File: config.mk
export PLATFORM = sky130hd
export DESIGN_NAME = hp_cmd_arbiter
export DESIGN_NICKNAME = d
export VERILOG_FILES = /design/src/rtl/game_pkg.sv /design/src/rtl/hp_cmd_arbiter_rr_pick.sv /design/src/rtl/hp_cmd_arbiter.sv
export SDC_FILE = /design/constraint.sdc
export NUM_CORES = 1
export LEC_CHECK = 0
export CAP_MARGIN = 10
export CORE_MARGIN = 2
export CORE_UTILIZATION = 46
export DETAILED_ROUTE_END_ITERATION = 8
export PLACE_DENSITY = 0.8
export SETUP_SLACK_MARGIN = 0.1
export SLEW_MARGIN = 40
export SYNTH_ARGS = -nofsm -noshare
export SYNTH_HDL_FRONTEND = slang
export SYNTH_HIERARCHICAL = 1
export SYNTH_SLANG_ARGS = --single-unit
File: constraint.sdc
create_clock -name clk -period 3.3 [get_ports clk]
set_input_delay 0.495 -clock clk [delete_from_list [all_inputs] [get_ports clk]]
set_output_delay 0.495 -clock clk [all_outputs]
set_load 0.01 [all_outputs]
File: src/rtl/game_pkg.sv
// Shared game definitions: player-unit opcodes, page encodings and the HP
// arbiter state type, plus a helper that packs an HP command word.
package game_pkg;

   localparam logic [3:0] HPY = 4'b0001;
   localparam logic [3:0] DPY = 4'b0010;
   localparam logic [3:0] IDG = 4'b0011;
   localparam logic [3:0] SDG = 4'b0100;
   localparam logic [3:0] MOV = 4'b0101;
   localparam logic [3:0] SHP = 4'b0110;

   localparam logic [3:0] TITLE  = 4'b0000;
   localparam logic [3:0] SELECT = 4'b0001;
   localparam logic [3:0] DODGE  = 4'b1001;
   localparam logic [3:0] OVER   = 4'b1111;

   typedef enum logic [1:0] {
      ARB_IDLE,
      ARB_ISSUE,
      ARB_WAIT,
      ARB_COOL
   } arb_state_t;

   function automatic logic [15:0] make_hp_cmd(input logic is_heal, input logic [7:0] amt);
      return {(is_heal ? HPY : DPY), amt, 4'b0000};
   endfunction

endpackage

File: src/rtl/hp_cmd_arbiter_rr_pick.sv
// Combinational round-robin picker: first asserted request at or after ptr,
// wrapping around, returned both one-hot and as an index.
module rr_pick #(
   parameter int N  = 4,
   parameter int PW = (N > 1) ? $clog2(N) : 1
) (
   input  logic [N-1:0]  req,
   input  logic [PW-1:0] ptr,
   output logic [N-1:0]  grant,
   output logic [PW-1:0] idx
);
   logic [PW:0]  pos [N];
   logic [N-1:0] hit;

   genvar gi;
   generate
      for (gi = 0; gi < N; gi++) begin : g_off
         logic [PW:0] sum;
         assign sum     = {1'b0, ptr} + (PW+1)'(gi);
         assign pos[gi] = (sum >= (PW+1)'(N)) ? sum - (PW+1)'(N) : sum;
         assign hit[gi] = req[pos[gi][PW-1:0]];
      end
   endgenerate

   // Scan from the farthest offset down so the nearest hit is the last write.
   always_comb begin
      grant = '0;
      idx   = '0;
      for (int k = N - 1; k >= 0; k--) begin
         if (hit[k]) idx = pos[k][PW-1:0];
      end
      if (|req) grant[idx] = 1'b1;
   end

endmodule

File: src/rtl/hp_cmd_arbiter.sv
// Arbitrates heal/damage requests onto the player HP datapath, one command at a
// time, with a start/done handshake, a done timeout and post-damage invulnerability.
import game_pkg::*;

module hp_cmd_arbiter #(
   parameter int NREQ     = 4,
   parameter int COOLDOWN = 60,
   parameter int TIMEOUT  = 255
) (
   input  logic              clk,
   input  logic              rst,
   input  logic              enable,
   input  logic [NREQ-1:0]   req,
   input  logic [NREQ-1:0]   heal,
   input  logic [8*NREQ-1:0] amount,
   output logic [NREQ-1:0]   ack,
   output logic [NREQ-1:0]   drop,
   output logic [15:0]       cmd,
   output logic              cmd_valid,
   input  logic              cmd_done,
   output logic              busy,
   output logic              timeout
);
   localparam int PW = (NREQ > 1) ? $clog2(NREQ) : 1;
   localparam int TW = $clog2(TIMEOUT + 1);
   localparam int CW = $clog2(COOLDOWN + 1);

   arb_state_t      state_reg;
   logic [PW-1:0]   ptr_reg;
   logic [TW-1:0]   timer_reg;
   logic [CW-1:0]   cool_reg;
   logic [15:0]     cmd_reg;
   logic            cmd_valid_reg;
   logic            timeout_reg;
   logic            is_dmg_reg;

   logic [NREQ-1:0] grant;
   logic [PW-1:0]   grant_idx;
   logic [PW-1:0]   ptr_next;
   logic [NREQ-1:0] dmg_req;
   logic [NREQ-1:0] ack_next;
   logic [NREQ-1:0] drop_next;
   logic [7:0]      amt_arr [NREQ];
   logic            grant_ok;
   logic            zero_dmg;

   genvar gi;
   generate
      for (gi = 0; gi < NREQ; gi++) begin : g_src
         assign amt_arr[gi] = amount[8*gi +: 8];
         assign dmg_req[gi] = req[gi] & ~heal[gi];
      end
   endgenerate

   rr_pick #(.N(NREQ), .PW(PW)) u_pick (
      .req   (req),
      .ptr   (ptr_reg),
      .grant (grant),
      .idx   (grant_idx)
   );

   assign grant_ok = (state_reg == ARB_IDLE) && enable && (|req);
   assign zero_dmg = !heal[grant_idx] && (amt_arr[grant_idx] == 8'd0);
   assign ptr_next = (grant_idx == PW'(NREQ - 1)) ? '0 : grant_idx + 1'b1;

   // ack/drop are combinational so a requester sees them in the grant cycle;
   // they are forced low while reset is held.
   always_comb begin
      ack_next  = '0;
      drop_next = '0;
      if (!rst) begin
         if (grant_ok) begin
            ack_next = grant;
            if (zero_dmg) drop_next = grant;
         end else if (state_reg == ARB_COOL) begin
            ack_next  = dmg_req;
            drop_next = dmg_req;
         end
      end
   end

   always_ff @(posedge clk or posedge rst) begin
      if (rst) begin
         state_reg     <= ARB_IDLE;
         ptr_reg       <= '0;
         timer_reg     <= '0;
         cool_reg      <= '0;
         cmd_reg       <= '0;
         cmd_valid_reg <= 1'b0;
         timeout_reg   <= 1'b0;
         is_dmg_reg    <= 1'b0;
      end else begin
         cmd_valid_reg <= 1'b0;
         timeout_reg   <= 1'b0;
         case (state_reg)
            ARB_IDLE: begin
               if (grant_ok) begin
                  ptr_reg <= ptr_next;
                  if (!zero_dmg) begin
                     cmd_reg       <= make_hp_cmd(heal[grant_idx], amt_arr[grant_idx]);
                     is_dmg_reg    <= !heal[grant_idx];
                     cmd_valid_reg <= 1'b1;
                     state_reg     <= ARB_ISSUE;
                  end
               end
            end
            ARB_ISSUE: begin
               timer_reg <= '0;
               state_reg <= ARB_WAIT;
            end
            ARB_WAIT: begin
               // done takes priority over the timeout limit in the same cycle
               if (cmd_done) begin
                  cool_reg  <= '0;
                  state_reg <= is_dmg_reg ? ARB_COOL : ARB_IDLE;
               end else if (timer_reg == TW'(TIMEOUT - 1)) begin
                  timeout_reg <= 1'b1;
                  state_reg   <= ARB_IDLE;
               end else begin
                  timer_reg <= timer_reg + 1'b1;
               end
            end
            ARB_COOL: begin
               if (cool_reg == CW'(COOLDOWN - 1)) state_reg <= ARB_IDLE;
               else                               cool_reg  <= cool_reg + 1'b1;
            end
            default: state_reg <= ARB_IDLE;
         endcase
      end
   end

   assign ack       = ack_next;
   assign drop      = drop_next;
   assign cmd       = cmd_reg;
   assign cmd_valid = cmd_valid_reg;
   assign busy      = (state_reg != ARB_IDLE);
   assign timeout   = timeout_reg;

endmodule

==> run_results.csv <==
group,metric,value,unit
placed_design,hpwl,4079,um
layout,nets,362,
logic_synthesis,yosys_warnings,6,
layout,final_common_cell,"clkdlybuf4s50_1",
logic_synthesis,synth_xor_area_frac,0.02022,
routing,vias,2134,
global_route,grt_max_degree,31,
logic_synthesis,netlist_area,2166,sq um
layout,largest_reg_flops,9,
routing,routedWlPerCell,15.32,um
floorplan,rows,24,
setup_path,worstSetupStartpointType,"primary input",
timing,setup_ws,-0.09725,ns
setup_path,path_max_fanout,8,
power,peakVddDrop,375.3,uV
timing,rsz0062_at_grt,"yes",
floorplan,die_area,5273,sq um
flow_run,maxCapViolCount,0,
outcome,violations,"setup timing",
global_route,antenna_found_initial,0,
floorplan,core_area,4444,sq um
setup_path,critPathCaptureType,"output port",
routing,drt_iter0_markers,135,
logic_synthesis,yosys_register_bits,30,
layout,nFillCells,338,
setup_path,cp.arrival,2.90,ns
routing,drt.antenna.violating_nets,0,
routing,vias_per_cell,5.815,
timing,drv_slew,0,
logic_synthesis,ys_types,54,
layout,layout-drive-gt1-share,0.2063,
logic_synthesis,yosys-top-cells-area,"dfrtp_1 35%, mux4_2 9.4%, a21oi_1 6.2%, inv_1 4.5%, nor2_1 3.8%",
power,cellLeakagePower,1.306,nW
floorplan,io_pins,71,
logic_synthesis,synth_compound_area_frac,0.2253,
timing,setup_tns,-0.3185,ns
logic_synthesis,yosys.area_share.adder,0.02311,
logic_synthesis,synth.largest_area_cell,"dfrtp_1",
timing,fin_crit_sh,1.029,
timing,holdWs,0.5480,ns
logic_synthesis,synthArstFlopShare,1.000,
power,p_per_area,692.4,nW/um^2
global_route,gr-usage-met3,0.06492,
global_route,grt_pass1_vias,2180,
layout,area_growth,42.35,%
global_route,grtUsageMet1,0.2657,
logic_synthesis,postSynthAreaPerCell,9.062,sq um
floorplan,die_h,72.62,um
placed_design,gp_congestion,0.8695,
outcome,status,"finished with violations",
clock_tree,cts_inserted_buffers,5,
logic_synthesis,synth-main-ff-cell,"dfrtp_1",
logic_synthesis,synthMuxAreaShare,0.1138,
timing,finalHoldViolations,0,
routing,finalWirelength,5622,um
layout,antennaDiodeCount,0,
placed_design,numPortBuffers,64,
global_route,grt_pass1_wl,9273,um
routing,drc,0,
global_route,met2_usage,0.3747,
timing,timing.fmax,294.4,MHz
min_path,hold_path.class,"reg2reg",
timing,setup_viol,4,
logic_synthesis,yosysSeqAreaShare,0.3466,
floorplan,die_w,72.62,um
clock_tree,cts.clk_slew.worst_paths,0.06,ns
layout,final_cell_mix,"56 x clkdlybuf4s50_1, 29 x dfrtp_1, 27 x a21oi_1, 26 x inv_1",
clock_tree,cts_root_buf,"clkbuf_8",
layout,post-route-util,0.6937,
timing,finalCriticalPeriod,3.397,ns
timing,skew,0.004384,ns
logic_synthesis,synth_top_family_by_area,"compound AO/OA/AOI/OAI gates",
logic_synthesis,syn-instance-count,239,
logic_synthesis,synth_edf_count,0,
floorplan,start_util,0.4873,
global_route,track_usage,0.2262,
setup_path,crit_type,"in2out",
clock_tree,h-tree-depth,2,
clock_tree,cts_tree,"built",
clock_tree,clk_latency,0.28,ns
routing,first_pass_iters,4,
global_route,grt_busiest_layer,"met2",
logic_synthesis,synthSimpleGateAreaFrac,0.1571,
setup_path,cp.required,2.80,ns
logic_synthesis,synth_top_cell_area_share,0.3466,
clock_tree,clockBufferDepth,2,
clock_tree,clock-sinks,30,
global_route,grt_overflow,0,
-- Yosys cell counts, types with 2 or more instances --
| cell type | count |
|---|---|
| mux2_2 | 3 |
| xnor2_1 | 2 |
| o21ai_1 | 10 |
| xor2_1 | 3 |
| a32oi_1 | 5 |
| nand4_1 | 4 |
| buf_2 | 2 |
| buf_6 | 3 |
| dfrtp_1 | 30 |
| nand3_1 | 3 |
| mux4_2 | 9 |
| ha_1 | 4 |
| a21oi_1 | 27 |
| a211oi_1 | 4 |
| inv_1 | 26 |
| nor2_1 | 22 |
| nor3_1 | 4 |
| and2_1 | 3 |
| a21boi_0 | 3 |
| and3_1 | 4 |
| nor2b_1 | 2 |
| nand2_1 | 8 |
| o21ai_0 | 6 |
| buf_4 | 9 |
| clkbuf_1 | 9 |
| o2bb2ai_1 | 3 |
| a31oi_1 | 2 |
| a311oi_1 | 2 |
| o221a_2 | 2 |
-- final cells by class --
| type | instances | area, sq um | share of cell area |
|---|---|---|---|
| repair buffers | 86 | 793.3 | 0.2573 |
| well taps | 52 | 65.06 | 0.02110 |
| multi-input cells | 165 | 1265 | 0.4103 |
| clock buffers | 8 | 110.1 | 0.03571 |
| flip-flops and latches | 30 | 752.0 | 0.2439 |
| inverters | 26 | 97.59 | 0.03166 |
-- what timing repair did --
| action | in CTS | in global routing |
|---|---|---|
| gates resized for setup | 29 | 8 |
| hold buffers | 0 | 0 |
| setup endpoints to repair | 9 | 10 |
| pin swaps | 7 | 1 |
| setup buffers | 3 | 0 |
-- metrics by stage --
step	instance area, sq um	cells	setup WS (ns)	power (mW)
global route	3083	367	-0.1958	2.283
detailed placement	2914	357	-0.8294	1.726
floorplan	2185	244	0.1059	1.298
CTS	3052	368	-0.1236	2.104
finish	3083	367	-0.09725	2.135
global placement	2914	357	-0.6885	1.695
-- worst max-delay path, stage by stage --
cell and delay, ns:
dlygate4sd2_1 0.28, mux2i_2 0.18, o22ai_2 0.10, a31oi_2 0.21, buf_12 0.17, mux4_2 0.54, nor4_4 0.39, nand3_4 0.15
a211oi_2 0.21, buf_2 0.17
-- routing by layer --
layer | up-vias | share of wire
li1 | 1005 | -
met4 | 0 | 0.017
met5 | - | 0
met3 | 12 | 0.067
met2 | 82 | 0.51
met1 | 1035 | 0.41
-- report_power, final --
part,switching [mW],internal [mW]
sequential,0.133,0.494
combinational,0.556,0.598
clock,0.143,0.211
total,0.832,1.30
-- cell families after synthesis --
family,count (synthesis)
XOR/XNOR,5
flip-flops,30
other,1
adder cells (fa/ha/maj),4
multiplexers,13
AO/OA/AOI/OAI,75
AND/OR/NAND/NOR,62
buffers and inverters,49
-- worst paths after layout --
path	startpoint	endpoint	slack, ns	cells past startpoint
max reg2reg	ptr_reg[1]	state_reg[0]	0.28	10
min reg2reg	cool_reg[4]	cool_reg[4]	0.55	2
min in group asynchronous	rst	cool_reg[2]	0.86	3
max	req[0]	drop[0]	-0.1	10
min	cool_reg[4]	cool_reg[4]	0.55	2
max in group asynchronous	rst	ptr_reg[1]	2.13	3
No activity file was read; power rests on OpenSTA's default activity.
